--- config.mk ---
export PLATFORM = sky130hd
export DESIGN_NAME = click_tx
export DESIGN_NICKNAME = d
export VERILOG_FILES = /design/src/rtl/click_tx.sv
export SDC_FILE = /design/constraint.sdc
export NUM_CORES = 1
export LEC_CHECK = 0
export ABC_AREA = 1
export CAP_MARGIN = 10
export CORE_MARGIN = 10
export CORE_UTILIZATION = 30
export CTS_CLUSTER_DIAMETER = 200
export CTS_CLUSTER_SIZE = 14
export DETAILED_ROUTE_END_ITERATION = 12
export PLACE_DENSITY_LB_ADDON = 0.3
export SLEW_MARGIN = 20
export SYNTH_ARGS = -nofsm -noshare
export SYNTH_HDL_FRONTEND = slang
export SYNTH_SLANG_ARGS = --single-unit
--- constraint.sdc ---
create_clock -name clk -period 5.5 [get_ports clk]
set_input_delay 1.1 -clock clk [delete_from_list [all_inputs] [get_ports clk]]
set_output_delay 1.1 -clock clk [all_outputs]
set_load 0.01 [all_outputs]
--- src/rtl/click_tx.sv ---
// click_tx: synchronous producer FIFO feeding a two-phase bundled-data
// (click) channel. Words are queued, then launched one at a time. out_data
// settles one cycle before the out_req toggle. A token completes when the
// synchronized acknowledge matches out_req.
module click_tx #(
    parameter int DW          = 2,
    parameter int DEPTH       = 4,
    parameter int TIMEOUT_CYC = 16
) (
    input  logic          clk,
    input  logic          reset,
    input  logic [DW-1:0] in_data,
    input  logic          in_valid,
    output logic          in_ready,
    output logic [DW-1:0] out_data,
    output logic          out_req,
    input  logic          out_ack,
    output logic [7:0]    o_tx_cnt,
    output logic          o_err
);

    localparam int PTR_W  = (DEPTH > 1) ? $clog2(DEPTH) : 1;
    localparam int CNT_W  = PTR_W + 1;
    localparam int WCNT_W = $clog2(TIMEOUT_CYC + 1);

    localparam logic [CNT_W-1:0]  FULL_CNT    = CNT_W'(DEPTH);
    localparam logic [WCNT_W-1:0] TIMEOUT_VAL = WCNT_W'(TIMEOUT_CYC);

    typedef enum logic [1:0] {
        ST_IDLE = 2'd0,
        ST_LOAD = 2'd1,
        ST_WAIT = 2'd2
    } state_e;

    // FIFO storage and bookkeeping
    logic [DW-1:0]     fifo_mem_q [DEPTH];
    logic [PTR_W-1:0]  wr_ptr_q, wr_ptr_d;
    logic [PTR_W-1:0]  rd_ptr_q, rd_ptr_d;
    logic [CNT_W-1:0]  count_q, count_d;
    logic              in_ready_q, in_ready_d;

    // Channel side
    state_e            state_q, state_d;
    logic [DW-1:0]     out_data_q, out_data_d;
    logic              out_req_q, out_req_d;
    logic              ack_meta_q, ack_s_q;
    logic [WCNT_W-1:0] wait_cnt_q, wait_cnt_d;
    logic [7:0]        tx_cnt_q, tx_cnt_d;
    logic              err_q, err_d;

    logic              push;
    logic              pop;

    // in_ready comes from a flop, so a pop never reaches it combinationally.
    assign push = in_valid && in_ready_q;

    assign in_ready = in_ready_q;
    assign out_data = out_data_q;
    assign out_req  = out_req_q;
    assign o_tx_cnt = tx_cnt_q;
    assign o_err    = err_q;

    // FIFO pointer and occupancy update; simultaneous push and pop cancel.
    always_comb begin
        // NOTE: every variable gets a default before any branch so no path
        // leaves it unassigned, which would otherwise infer a latch.
        wr_ptr_d = wr_ptr_q;
        rd_ptr_d = rd_ptr_q;
        count_d  = count_q;
        if (push) begin
            wr_ptr_d = wr_ptr_q + PTR_W'(1);
        end
        if (pop) begin
            rd_ptr_d = rd_ptr_q + PTR_W'(1);
        end
        unique case ({push, pop})
            2'b10:   count_d = count_q + CNT_W'(1);
            2'b01:   count_d = count_q - CNT_W'(1);
            default: count_d = count_q;
        endcase
        in_ready_d = (count_d != FULL_CNT);
    end

    // Launch FSM: IDLE loads the head word, LOAD toggles req, WAIT awaits ack.
    always_comb begin
        state_d    = state_q;
        out_data_d = out_data_q;
        out_req_d  = out_req_q;
        wait_cnt_d = wait_cnt_q;
        tx_cnt_d   = tx_cnt_q;
        err_d      = err_q;
        pop        = 1'b0;
        unique case (state_q)
            ST_IDLE: begin
                // Ack activity here is ignored. Only WAIT looks at ack_s.
                if (count_q != '0) begin
                    pop        = 1'b1;
                    out_data_d = fifo_mem_q[rd_ptr_q];
                    state_d    = ST_LOAD;
                end
            end
            ST_LOAD: begin
                // Data has been stable for a full cycle; issue the token now.
                out_req_d  = ~out_req_q;
                wait_cnt_d = '0;
                state_d    = ST_WAIT;
            end
            ST_WAIT: begin
                // Counter saturates at the limit. The flag is raised but the
                // token is never aborted.
                if (wait_cnt_q == TIMEOUT_VAL) begin
                    err_d = 1'b1;
                end else begin
                    wait_cnt_d = wait_cnt_q + WCNT_W'(1);
                end
                if (ack_s_q == out_req_q) begin
                    tx_cnt_d = tx_cnt_q + 8'd1;
                    state_d  = ST_IDLE;
                end
            end
            default: begin
                state_d = ST_IDLE;
            end
        endcase
    end

    // State registers, ack synchronizer and synchronous reset.
    always_ff @(posedge clk) begin
        // NOTE: sequential state uses non-blocking assignments so every flop
        // samples pre-edge values regardless of statement order.
        if (reset) begin
            wr_ptr_q   <= '0;
            rd_ptr_q   <= '0;
            count_q    <= '0;
            in_ready_q <= 1'b0;
            state_q    <= ST_IDLE;
            out_data_q <= '0;
            out_req_q  <= 1'b0;
            ack_meta_q <= 1'b0;
            ack_s_q    <= 1'b0;
            wait_cnt_q <= '0;
            tx_cnt_q   <= '0;
            err_q      <= 1'b0;
        end else begin
            wr_ptr_q   <= wr_ptr_d;
            rd_ptr_q   <= rd_ptr_d;
            count_q    <= count_d;
            in_ready_q <= in_ready_d;
            state_q    <= state_d;
            out_data_q <= out_data_d;
            out_req_q  <= out_req_d;
            ack_meta_q <= out_ack;
            ack_s_q    <= ack_meta_q;
            wait_cnt_q <= wait_cnt_d;
            tx_cnt_q   <= tx_cnt_d;
            err_q      <= err_d;
        end
    end

    // FIFO storage write port.
    always_ff @(posedge clk) begin
        // NOTE: storage is deliberately not reset; empty/full come from the
        // reset pointers and count, so stale entries are never read.
        if (push) begin
            fifo_mem_q[wr_ptr_q] <= in_data;
        end
    end

endmodule

# Yosys cells after proc, flatten, opt, wreduce, memory -nomap -nowiden
# Memories as Yosys holds them, arrays and structs flattened. A register that Yosys moved wholly into a read port is not among the register bits.
# Cells that the tools add are included.
# Widths: inputs -> output; s select.
[totals] regBits=27 out_inout_bits=13 ram_bits=8 elab_cells=48 n_memories=1
[memory_table] name="fifo_mem_q" words=4 word_bits=2 rd=1 rd_ports_with_merged_regs=1 wr=1 line="36" rtl="logic [DW-1:0] fifo_mem_q [DEPTH];"
[classes] mux=10 reduce_logical=9 add_sub_neg=6 bitwise=1 n_eq_ne=10
[ops] cell="$pmux 5 s2" count=1
[ops] cell="$reduce_and 2->1" count=5
[ops] cell="$add 8x1->8 const B" count=1
[ops] cell="$ne 2x2->1 const B" count=3
[ops] cell="$pmux 2 s3" count=1
[ops] cell="$pmux 3 s2" count=1
[ops] cell="$add 5x1->5 const B" count=1
[ops] cell="$eq 5x5->1 const B" count=1
[ops] cell="$mux 5" count=1
[ops] cell="$add 2x1->2 const B" count=2
[ops] cell="$eq 2x1->1 const B" count=2
[ops] cell="$eq 2x2->1 const B" count=2
[ops] cell="$mux 1" count=4
[ops] cell="$mux 2" count=2
[ops] cell="$add 3x1->3 const B" count=1
[ops] cell="$ne 3x3->1 const B" count=1
[ops] cell="$reduce_bool 3->1" count=1
[ops] cell="$sub 3x1->3 const B" count=1
[ops] cell="$logic_not 2->1" count=1
[ops] cell="$reduce_bool 2->1" count=1
[ops] cell="$eq 1x1->1" count=1
[ops] cell="$logic_and 1x1->1" count=1
[ops] cell="$not 1->1" count=1

# Logic depth before layout (Yosys ltp)
[logic_depth] depth_word=6 mapped_depth=13

# Worst setup path after synthesis
# OpenSTA, ideal clock, no wires.
[synth_timing] path_kind="input-to-reg" start="in in_valid" end="reg in_ready_q, in the netlist in_ready" setup_ps=132 t_required_ps=5368 slack_ps=3105 path_stages=8 arrival_ps=2262 cell_sequence="nand2_1 ha_1 inv_1 fa_1 nand2_1 o21a_1 nor2_1 a21oi_1"
[synth_between] elab_chain_cells=4 elab_cells_between_ends=5 cone_classes="eq/ne (3); mux (1); reduce/logical (1)"
[synth_rtl] item="start: declaration" line="13" rtl="input logic in_valid,"
[synth_rtl] item="$logic_and 1x1->1 *" line="55" rtl="assign push = in_valid && in_ready_q;"
[synth_rtl] item="$eq 2x1->1 or $eq 2x2->1 (tied branches)" line="76" rtl="unique case ({push, pop})"
[synth_rtl] item="$pmux 3 s2 *" line="76"
[synth_rtl] item="$ne 3x3->1 *" line="81" rtl="in_ready_d = (count_d != FULL_CNT);"
[synth_rtl] item="end signal: assignment" line="148" rtl="in_ready_q <= in_ready_d;"
[synth_rtl] item="end: declaration" line="40" rtl="logic in_ready_q, in_ready_d;"
# Every way passes the cells marked *; elsewhere a longest branch is shown, timed or not.
# A chain may end at the register's enable or synchronous reset.

# Worst setup path after layout
# Ends and elaborated chain as after synthesis.

==> flow_summary.json <==
{
  "start_kind": "input port",
  "max_slew_margin_pct": 58.2,
  "leakage_nw": 0.831,
  "ys.warnings.count": 0,
  "port-buffer-count": 18,
  "path_delay_family": "adder cells",
  "async_flop_share_pct": 0,
  "clk_latency_ps": 280,
  "core_sq_um": 5570,
  "drive_gt1_share_pct": 9.05,
  "fill_cells": 600,
  "worstHoldPathType": "reg2reg",
  "die_x_um": 96.3,
  "use_met2_pct": 11.5,
  "globalRouteTotalUtil_pct": 7.89,
  "cp_common_cell": "nand2_1",
  "endpoint_kind": "flip-flop",
  "diodes": 0,
  "ys_ff_latch": 37,
  "worstPathRequired_ps": 5710,
  "grt.overflow.total": 0,
  "crit_arrival_ps": 2860,
  "slew_viol_final": 0,
  "die_h_um": 96.3,
  "wl_per_cell_um": 10.6,
  "cts_buffers": 5,
  "crit_chain": "clkdlybuf4s50_1, nand2_1, ha_1, inv_1, fa_1, nand2_1, o21a_1, nor2_1, a21oi_1",
  "rows": 27,
  "cap_violations": 0,
  "drt_iter0_drc": 28,
  "pin_count": 19,
  "ctsResizeCount": 0,
  "max_stage_delay_ps": 450,
  "met3_usage_pct": 2.96,
  "syn2layout_area_growth_pct": 19.6,
  "synth_edf_count": 8,
  "synth-main-ff-cell": "dfxtp_1",
  "die-area_sq_um": 9280,
  "use_met1_pct": 9.79,
  "drt-vias-per-instance": 4.29,
  "cts_hold_buf": 0,
  "totalWireLength_um": 3350,
  "num_vias": 1352,
  "whs_ps": 402,
  "setup_viol": 0,
  "drtPass1Iterations": 4,
  "status": "completed",
  "drc_errors": 0,
  "numClockSinks": 37,
  "slowest_stage": "clkdlybuf4s50_1",
  "initial_core_util_pct": 31.4,
  "path_buf_inv": 2,
  "fmax_mhz": 377,
  "cts_setup_buffers": 0,
  "tns_ps": 0,
  "syn_inst": 219,
  "ant_nets": 0,
  "critPathKind": "in2reg",
  "cts_buffer_depth": 2,
  "syn-cell-area_sq_um": 1750,
  "synth_nets": 234,
  "powerDensity_nw_per_um2": 402,
  "gp_congestion": 0.770,
  "avgSynthCellArea_sq_um": 7.98,
  "hpwl_um": 2450,
  "hold_viol": 0,
  "fin_nets": 257,
  "peakVddDrop_uv": 238,
  "skew_ps": 2.99,
  "synthDistinctLibCells": 26,
  "busiest_layer": "met2",
  "antenna_found_initial": 0,
  "cts_tree": "done",
  "grt_setup_unrepaired": "false",
  "path_clk_slew_ps": 70,
  "post-route-min-period_ps": 2650,
  "fin_crit_sh_pct": 48.2,
  "tightest_slew_ps": 625,
  "grt_pass1_wl_um": 5800,
  "yosysSeqAreaShare_pct": 47.0,
  "cp_max_fo": 9,
  "clockRootBuffer": "clkbuf_8",
  "grt_max_degree": 17,
  "finish.utilization_pct": 37.5,
  "htree_levels": 2,
  "grt_pass1_vias": 1294
}
routing by layer:
layer  up-vias  part of all wire, %
met5         -                    0
met4         0                  1.8
met3         4                  5.4
met2        17                   44
met1       590                   49
li1        741                    -
kinds of logic after synthesis:
group / share of synthesized area, %
simple gates: 23.7
buf+inv: 8.80
compound gates: 11.7
flops: 47.0
fa+ha+maj: 6.87
xor+xnor: 2.00
layout make-up:
cell class              instances  area [sq um]  area share [%]
clock buffers                   5          68.8            3.29
flip-flops and latches         37           821            39.3
well taps                      72          90.1            4.31
inverters                      38           145            6.94
clock inverters                 3          12.5           0.598
repair buffers                 18           180            8.62
multi-input cells             142           773            37.0
per-stage QoR:
stage | cells | area [sq um] | power (mW) | setup slack (ps)
finish | 315 | 2090 | 0.840 | 2850
global route | 315 | 2090 | 0.919 | 2720
CTS | 315 | 2090 | 0.852 | 2860
detailed placement | 307 | 2010 | 0.671 | 2550
global placement | 307 | 2010 | 0.665 | 2600
floorplan | 219 | 1750 | 0.582 | 3110
state kept, by name, indices dropped and copies added (netlist names), 2 cells and up:
| name | count |
|---|---|
| fifo_mem_q | 8 |
| o_tx_cnt | 8 |
| wait_cnt_q | 5 |
| count_q | 3 |
| out_data | 2 |
| rd_ptr_q | 2 |
| state_q | 2 |
| wr_ptr_q | 2 |
cell usage after synthesis (2+ instances only):
library cell | count | area, sq um
nor2_1 | 38 | 143
nand2_1 | 33 | 124
inv_1 | 32 | 120
dfxtp_1 | 29 | 581
a21oi_1 | 15 | 75.1
o21ai_0 | 13 | 65.1
edfxtp_1 | 8 | 240
ha_1 | 8 | 100
nand3_1 | 7 | 35.0
inv_2 | 5 | 18.8
nand2_2 | 5 | 31.3
nand4_1 | 4 | 25.0
o21ai_1 | 3 | 15.0
o21bai_1 | 3 | 22.5
xor2_1 | 3 | 26.3
nand3_2 | 2 | 20.0
o21a_1 | 2 | 15.0
worst reg2reg max path: cells and delay by family (launching register included):
family	cells	cell delay, ps
compound gates	2	180
buf+inv	3	280
fa+ha+maj	2	640
flops	1	350
simple gates	4	400
cells in the final DEF, fill, tap and decap left out, drive strengths merged, types with 8 or more instances in the layout:
master | netlist | layout
dfxtp | 29 | 29
inv | 38 | 38
a21oi | 15 | 15
nor2 | 39 | 39
ha | 8 | 8
o21ai | 16 | 16
nand2 | 38 | 38
nand3 | 10 | 10
edfxtp | 8 | 8
clkdlybuf4s50 | 0 | 18
report_power, final:
| group | internal (mW) | leakage [nW] | switching (mW) |
|---|---|---|---|
| Sequential | 0.323 | 0.310 | 0.0329 |
| Clock | 0.0853 | 0.0430 | 0.0941 |
| Combinational | 0.120 | 0.478 | 0.184 |
worst paths after layout:
check / from / to / slack, ps / depth (start not counted)
min: ack_meta_q / ack_s_q / 400 / 2
max reg2reg: count_q[0] / in_ready / 3530 / 11
max: in_valid / in_ready / 2850 / 9
min reg2reg: ack_meta_q / ack_s_q / 400 / 2
Note: power is estimated with default switching activity, not from simulation.
